[src/rtl/sprite_pkg.sv]
// Shared types and helpers for the sprite path mover: direction and state
// encodings, walkway segment field layout, and the candidate step function.
package sprite_pkg;

    typedef enum logic [1:0] {
        DIR_PXPY = 2'd0,
        DIR_NXPY = 2'd1,
        DIR_PXNY = 2'd2,
        DIR_NXNY = 2'd3
    } dir_e;

    typedef enum logic [3:0] {
        S_IDLE,
        S_LATCH,
        S_CHECK,
        S_ERASE,
        S_WAIT_BG,
        S_UPDATE,
        S_DRAW,
        S_WAIT_CHAR,
        S_BLOCKED
    } state_e;

    typedef struct packed {
        int x;
        int y;
    } pos_t;

    // Segment word layout, LSB first: xmax, xmin, c (signed, xw+1 bits), neg, en.
    function automatic int seg_width(int xw);
        return 3 * xw + 3;
    endfunction

    function automatic int seg_xmax_lsb(int xw);
        return 0 * xw;
    endfunction

    function automatic int seg_xmin_lsb(int xw);
        return xw;
    endfunction

    function automatic int seg_c_lsb(int xw);
        return 2 * xw;
    endfunction

    function automatic int seg_neg_bit(int xw);
        return 3 * xw + 1;
    endfunction

    function automatic int seg_en_bit(int xw);
        return 3 * xw + 2;
    endfunction

    function automatic int seg_idx_width(int num_seg);
        return (num_seg > 1) ? $clog2(num_seg) : 1;
    endfunction

    function automatic pos_t next_pos(dir_e dir, int x, int y, int step);
        pos_t p;
        p.x = (dir == DIR_NXPY || dir == DIR_NXNY) ? x - step : x + step;
        p.y = (dir == DIR_PXNY || dir == DIR_NXNY) ? y - step : y + step;
        return p;
    endfunction

endpackage

[src/rtl/sprite_seg_table.sv]
// Runtime-loadable table of diagonal walkway segments with a combinational
// match of one selected entry against a candidate position.
module sprite_seg_table
    import sprite_pkg::*;
#(
    parameter int X_W     = 9,
    parameter int Y_W     = 8,
    parameter int NUM_SEG = 4,
    parameter int IDX_W   = 2
) (
    input  logic                        clock,
    input  logic                        reset,
    input  logic                        we,
    input  logic [IDX_W-1:0]            widx,
    input  logic [seg_width(X_W)-1:0]   wdata,
    input  logic [IDX_W-1:0]            ridx,
    input  logic signed [X_W:0]         cand_x,
    input  logic signed [Y_W:0]         cand_y,
    output logic                        match
);

    localparam int SEG_W  = seg_width(X_W);
    localparam int EN_BIT = seg_en_bit(X_W);

    logic [NUM_SEG-1:0] en_q;
    logic [SEG_W-2:0]   body_q [NUM_SEG];

    // NOTE: sequential state uses non-blocking assignments so every register samples pre-edge values.
    always_ff @(posedge clock) begin
        if (reset) begin
            en_q <= '0;
        end else if (we) begin
            en_q[widx] <= wdata[EN_BIT];
        end
    end

    // NOTE: entry bodies are deliberately not reset; a cleared en bit keeps them from ever matching.
    always_ff @(posedge clock) begin
        if (we) begin
            body_q[widx] <= wdata[SEG_W-2:0];
        end
    end

    logic [SEG_W-2:0]       ent;
    logic                   ent_neg;
    logic [X_W-1:0]         ent_xmin, ent_xmax, x_u;
    logic signed [X_W+1:0]  ex, ey, cx, rhs;
    logic                   in_range, on_seg;

    // NOTE: every combinational output gets a default first so no path infers a latch.
    always_comb begin
        ent      = body_q[ridx];
        ent_neg  = ent[seg_neg_bit(X_W)];
        ent_xmin = ent[seg_xmin_lsb(X_W) +: X_W];
        ent_xmax = ent[seg_xmax_lsb(X_W) +: X_W];
        cx       = (X_W+2)'($signed(ent[seg_c_lsb(X_W) +: X_W+1]));
        ex       = (X_W+2)'(cand_x);
        ey       = (X_W+2)'(cand_y);
        x_u      = cand_x[X_W-1:0];
        rhs      = ent_neg ? (cx - ex) : (ex + cx);
        // A positive, non-zero signed candidate is exactly the 1..2^W-1 range.
        in_range = !cand_x[X_W] && (cand_x != '0) && !cand_y[Y_W] && (cand_y != '0);
        on_seg   = (ey == rhs);
        match    = en_q[ridx] && in_range && (x_u >= ent_xmin) && (x_u <= ent_xmax) && on_seg;
    end

endmodule

[src/rtl/sprite_path_mover.sv]
// Sprite movement controller: validates each step against the walkway table
// and sequences background-erase / character-draw handshakes per step.
module sprite_path_mover
    import sprite_pkg::*;
#(
    parameter int X_W     = 9,
    parameter int Y_W     = 8,
    parameter int NUM_SEG = 4,
    parameter int STEP    = 1,
    parameter int INIT_X  = 1,
    parameter int INIT_Y  = 16
) (
    input  logic                                clock,
    input  logic                                reset,
    input  logic                                move,
    input  logic [1:0]                          dir,
    input  logic [3:0]                          steps,
    input  logic                                seg_we,
    input  logic [seg_idx_width(NUM_SEG)-1:0]   seg_idx,
    input  logic [seg_width(X_W)-1:0]           seg_data,
    input  logic                                doneBG,
    input  logic                                doneChar,
    output logic                                drawBG,
    output logic                                drawChar,
    output logic [X_W-1:0]                      xCoordinate,
    output logic [Y_W-1:0]                      yCoordinate,
    output logic                                busy,
    output logic                                blocked
);

    localparam int               IDX_W    = seg_idx_width(NUM_SEG);
    localparam logic [IDX_W-1:0] IDX_LAST = IDX_W'(NUM_SEG - 1);

    state_e               state_q, state_d;
    dir_e                 dir_q;
    logic [3:0]           rem_q;
    logic [IDX_W-1:0]     idx_q;
    logic signed [X_W:0]  new_x;
    logic signed [Y_W:0]  new_y;
    logic                 seg_match;
    pos_t                 cand;

    sprite_seg_table #(
        .X_W     (X_W),
        .Y_W     (Y_W),
        .NUM_SEG (NUM_SEG),
        .IDX_W   (IDX_W)
    ) u_table (
        .clock  (clock),
        .reset  (reset),
        .we     (seg_we && (state_q == S_IDLE)),
        .widx   (seg_idx),
        .wdata  (seg_data),
        .ridx   (idx_q),
        .cand_x (new_x),
        .cand_y (new_y),
        .match  (seg_match)
    );

    always_comb cand = next_pos(dir_q, int'(xCoordinate), int'(yCoordinate), STEP);

    always_ff @(posedge clock) begin
        if (reset) state_q <= S_IDLE;
        else       state_q <= state_d;
    end

    always_comb begin
        state_d = state_q;
        case (state_q)
            S_IDLE:      if (move) state_d = S_LATCH;
            S_LATCH:     state_d = S_CHECK;
            S_CHECK: begin
                if (seg_match)              state_d = S_ERASE;
                else if (idx_q == IDX_LAST) state_d = S_BLOCKED;
            end
            S_ERASE:     state_d = S_WAIT_BG;
            S_WAIT_BG:   if (doneBG) state_d = S_UPDATE;
            S_UPDATE:    state_d = S_DRAW;
            S_DRAW:      state_d = S_WAIT_CHAR;
            S_WAIT_CHAR: if (doneChar) state_d = (rem_q != '0) ? S_LATCH : S_IDLE;
            S_BLOCKED:   state_d = S_IDLE;
            default:     state_d = S_IDLE;
        endcase
    end

    always_ff @(posedge clock) begin
        if (reset) begin
            xCoordinate <= X_W'(INIT_X);
            yCoordinate <= Y_W'(INIT_Y);
            dir_q       <= DIR_PXPY;
            rem_q       <= '0;
            idx_q       <= '0;
            new_x       <= '0;
            new_y       <= '0;
        end else begin
            case (state_q)
                S_IDLE: if (move) begin
                    dir_q <= dir_e'(dir);
                    rem_q <= (steps == '0) ? 4'd1 : steps;
                end
                S_LATCH: begin
                    new_x <= (X_W+1)'(cand.x);
                    new_y <= (Y_W+1)'(cand.y);
                    idx_q <= '0;
                end
                S_CHECK: if (!seg_match && idx_q != IDX_LAST) idx_q <= idx_q + 1'b1;
                S_UPDATE: begin
                    xCoordinate <= new_x[X_W-1:0];
                    yCoordinate <= new_y[Y_W-1:0];
                    rem_q       <= rem_q - 4'd1;
                end
                default: ;
            endcase
        end
    end

    assign drawBG   = (state_q == S_ERASE);
    assign drawChar = (state_q == S_DRAW);
    assign busy     = (state_q != S_IDLE);
    assign blocked  = (state_q == S_BLOCKED);

endmodule

[config.mk]
export PLATFORM = sky130hd
export DESIGN_NAME = sprite_path_mover
export DESIGN_NICKNAME = d
export VERILOG_FILES = /design/src/rtl/sprite_pkg.sv /design/src/rtl/sprite_seg_table.sv /design/src/rtl/sprite_path_mover.sv
export SDC_FILE = /design/constraint.sdc
export NUM_CORES = 1
export LEC_CHECK = 0
export ABC_AREA = 0
export BUFFER_PORTS_ARGS = -buffer_cell sky130_fd_sc_hd__buf_4
export CORE_ASPECT_RATIO = 1.1
export CORE_MARGIN = 10
export CORE_UTILIZATION = 45
export DETAILED_ROUTE_END_ITERATION = 10
export GPL_TIMING_DRIVEN = 0
export PLACE_DENSITY = 0.65
export SYNTH_ARGS = -nofsm -noshare
export SYNTH_HDL_FRONTEND = slang
export SYNTH_SLANG_ARGS = --single-unit
[constraint.sdc]
create_clock -name clock -period 3.8 [get_ports clock]
set_clock_uncertainty 0.05 [all_clocks]
set_input_delay 0.76 -clock clock [delete_from_list [all_inputs] [get_ports clock]]
set_output_delay 0.76 -clock clock [all_outputs]
set_load 0.02 [all_outputs]
==> results by group <==
Outcome
  • Outcome: complete, but fails checks
  • Failing checks: negative setup slack

Final layout
  • Final nets: 881
  • FILL cells: 1509
  • Diodes inserted: 0
  • Share of layout cells above drive strength 1: 25.09%
  • Post-Layout Cell Count: 1044
  • Layout area overhead: 21.97%

Power and ir drop
  • Pwr dens: 698.6 mW/mm^2
  • Pleak: 3.784 nW
  • Peak VDD IR: 0.3888 mV
  • Total Power Consumption: 7.074 mW

Setup path
  • Worst endpoint data arrival time: 4.05 ns
  • R2R Path End: idx_q[0]$_SDFFE_PP0N_
  • Cell depth of the worst setup path: 12
  • Slowest stage delay, CP: 0.64 ns
  • R2r setup slk: -0.002 ns
  • Worst setup SP type: flop
  • CP Buf/Inv Count: 1
  • CP required: 4.05 ns
  • Crit path to: idx_q[0]$_SDFFE_PP0N_
  • Critical path class: flop to flop
  • Crit. End Element: flop
  • Slowest library cell on the worst path: mux4_2
  • Family with the most delay on the worst path: multiplexers
  • Crit-path cells: mux4_2 -> a21oi_4 -> xnor2_4 -> ha_4 -> buf_6 -> o2111ai_4 -> a21oi_2 -> mux2_4 -> or4_4 -> mux2i_4 -> nor2b_1 -> or3b_1
  • Worst Reg-to-Reg Cells: 12
  • Max Fanout on Critical Path: 8

GRT
  • Vias in the first global route: 6035
  • Gr usage total: 16.48%
  • Antenna violations before repair: 0
  • First-pass GRT wire length: 31430 um
  • Grt total ovfl: 0
  • Largest net degree at the start of global routing: 31

Placed design
  • Gp weighted congestion: 0.9396
  • I/O Buffers: 64
  • Dpl cells: 999
  • Final HPWL DP: 14200 um
  • Setup WS pre-CTS: -0.7636 ns

CTS
  • Root Buffer: clkbuf_16
  • H-tree lvl count: 4
  • Hold buffer count at cts: 0
  • CTS tree: yes
  • Num CTS Buffers: 17
  • Worst-path clk slew: 0.06 ns
  • Maximum clock path buffer count: 2
  • Clk Latency, worst-skew pair: 0.43 ns
  • Clock sink count: 170

Detailed routing
  • Met3 wire length: 966 um
  • Post-Route WL: 19370 um
  • DRT Pass-1 Iters: 6
  • Via count: 5715
  • M1 WL: 8240 um
  • DR top layer: met4
  • DRC: 0
  • Metal2 WL: 9757 um
  • Initial DRC count: 321
  • Post-route ant nets: 0
  • Routed vias/inst: 5.474
  • Routed len/inst: 18.55 um

Timing
  • Pins over their slew limit: 0
  • Worst-margin pin slew: 0.9345 ns
  • Setup TNS: -0.004277 ns
  • Slew headroom: 37.22%
  • FMAX: 0.2630 GHz
  • Setup WS post-layout: -0.002196 ns
  • Final Cycle Share: 100.1%
  • RSZ-0062 raised after global routing: true
  • Min cycle time layout: 3.802 ns
  • # setup viols final: 2
  • WHS: 0.4382 ns
  • Hold Vio Cnt, Final: 0

Yosys
  • Top post-synthesis cells by area: edfxtp_1 (42%), dfxtp_1 (13%), mux4_2 (8.1%)
  • Count leader, synth: edfxtp_1
  • Post-synth top area cell: edfxtp_1
  • Asr flop ratio synth: 0%
  • Synthesized area per cell: 12.15 sq um
  • Mapped Cells: 683
  • Synth cell types: 67
  • Synthesis Warnings: 0
  • Synthesized cell area: 0.008302 sq mm
  • EDFF count, synth: 116
  • Synth cell count leaders: edfxtp_1 (116), nand2_1 (84), a21oi_1 (61), dfxtp_1 (54), ha_1 (46)
  • Top cell type's share of synthesized area: 41.96%
  • Post-Syn Nets: 776
  • Main synth FF type: edfxtp_1
  • Seq/Total Area, Yosys: 54.98%
  • #FFs+latches synth: 170

Floorplan
  • Full die area: 0.02429 sq mm
  • # rows: 52
  • Die span in x: 149.5 um
  • Core Region: 0.01828 sq mm
  • Initial core utilization: 45.41%
  • I/O Pins: 65
  • Height of the die: 162.5 um

Run
  • Max-Cap Viols: 0

Min path
  • Hold wc startpoint: xCoordinate[6]$_SDFFE_PP0P_
  • HP Class: flop to flop
[metal layers]
layer	track usage (%)	up-vias
met5	0	-
met4	5.536	0
met3	4.308	30
met2	28.40	133
met1	19.48	2813
li1	-	2739
[cell usage in the layout, fill, tap and decap left out, drive strengths merged, types with 4 or more instances in the layout]
| cell type | netlist | final |
|---|---|---|
| edfxtp | 116 | 116 |
| nor4 | 5 | 5 |
| a211oi | 7 | 7 |
| nor2b | 8 | 8 |
| ha | 46 | 46 |
| nand2 | 84 | 84 |
| a31oi | 4 | 4 |
| clkinv | 0 | 6 |
| a21o | 10 | 10 |
| nor2 | 35 | 35 |
| o21ai | 19 | 19 |
| xnor2 | 29 | 29 |
| nor3 | 14 | 14 |
| nand2b | 8 | 8 |
| mux2i | 9 | 9 |
| mux4 | 30 | 30 |
| buf | 6 | 95 |
| inv | 37 | 44 |
| xor2 | 6 | 6 |
| dfxtp | 54 | 54 |
| clkbuf | 23 | 37 |
| a21oi | 63 | 63 |
| nand3 | 11 | 11 |
[how the worst min path moves through the flow]
stage | endpoint | slack (ns) | cells after the start
final | xCoordinate[6]$_SDFFE_PP0P_ | 0.44 | 2
after global routing | u_table.body_q[2][0]$_DFFE_PP_ | 0.46 | 1
after CTS | yCoordinate[2]$_SDFFE_PP0P_ | 0.44 | 2
after detailed placement | yCoordinate[2]$_SDFFE_PP0P_ | 0.43 | 2
after global placement | xCoordinate[8]$_SDFFE_PP0P_ | 0.41 | 2
after floorplan | u_table.en_q[2]$_SDFFE_PP0P_ | 0.40 | 2
[worst reg2reg max path: stages, from the launching register on]
cell       delay (ns)
dfxtp_4          0.37
mux4_2           0.64
a21oi_4          0.22
xnor2_4          0.11
ha_4             0.32
buf_6            0.10
o2111ai_4        0.15
a21oi_2          0.21
mux2_4           0.32
or4_4            0.49
mux2i_4          0.23
nor2b_1          0.07
or3b_1           0.39
[final cells by class]
| type | instances | area, sq um | share of cell area [%] |
|---|---|---|---|
| buffer | 26 | 163.9 | 1.619 |
| clock buffer | 17 | 425.4 | 4.201 |
| clock inverter | 15 | 163.9 | 1.619 |
| inverter | 37 | 138.9 | 1.372 |
| multi-input combinational | 447 | 3640 | 35.94 |
| sequential | 170 | 4569 | 45.13 |
| tap | 243 | 304.0 | 3.003 |
| timing repair buffer | 89 | 720.7 | 7.117 |
[timing repair]
item,CTS,global route
pin swaps,7,8
gates resized for setup,32,18
hold endpoints to repair,0,0
buffers inserted,13,3
setup endpoints to repair,7,7
[report_power, final]
group	internal, mW	switching (mW)	total, mW
clock	0.984	0.766	1.75
sequential	2.17	0.145	2.32
combinational	1.43	1.58	3.01
[per-stage QoR]
stage / util [%] / cell area [sq um]
3_5_place_dp: 50.47 / 9226
6_report: 55.39 / 10130
4_1_cts: 54.82 / 10020
2_1_floorplan: - / 8309
3_3_place_gp: 49.74 / 9094
5_1_grt: 55.39 / 10130
[cells by family (layout without fill, tap and decap cells)]
group	after synthesis	in the layout	synth area share (%)
AO/OA/AOI/OAI	131	131	9.797
XOR/XNOR	35	35	3.783
adder cells (fa/ha/maj)	49	49	7.656
buffers and inverters	66	184	3.135
flip-flops	170	170	54.98
multiplexers	40	40	9.555
AND/OR/NAND/NOR	192	192	11.09
[state kept, by name, indices dropped and copies added, names as in the netlist, named ones only]
signal	flops
u_table.body_q	116
new_y	9
new_x	10
dir_q	2
state_q	4
yCoordinate	8
xCoordinate	9
u_table.en_q	4
rem_q	4
idx_q	2
No activity file was read; power rests on OpenSTA's default activity.
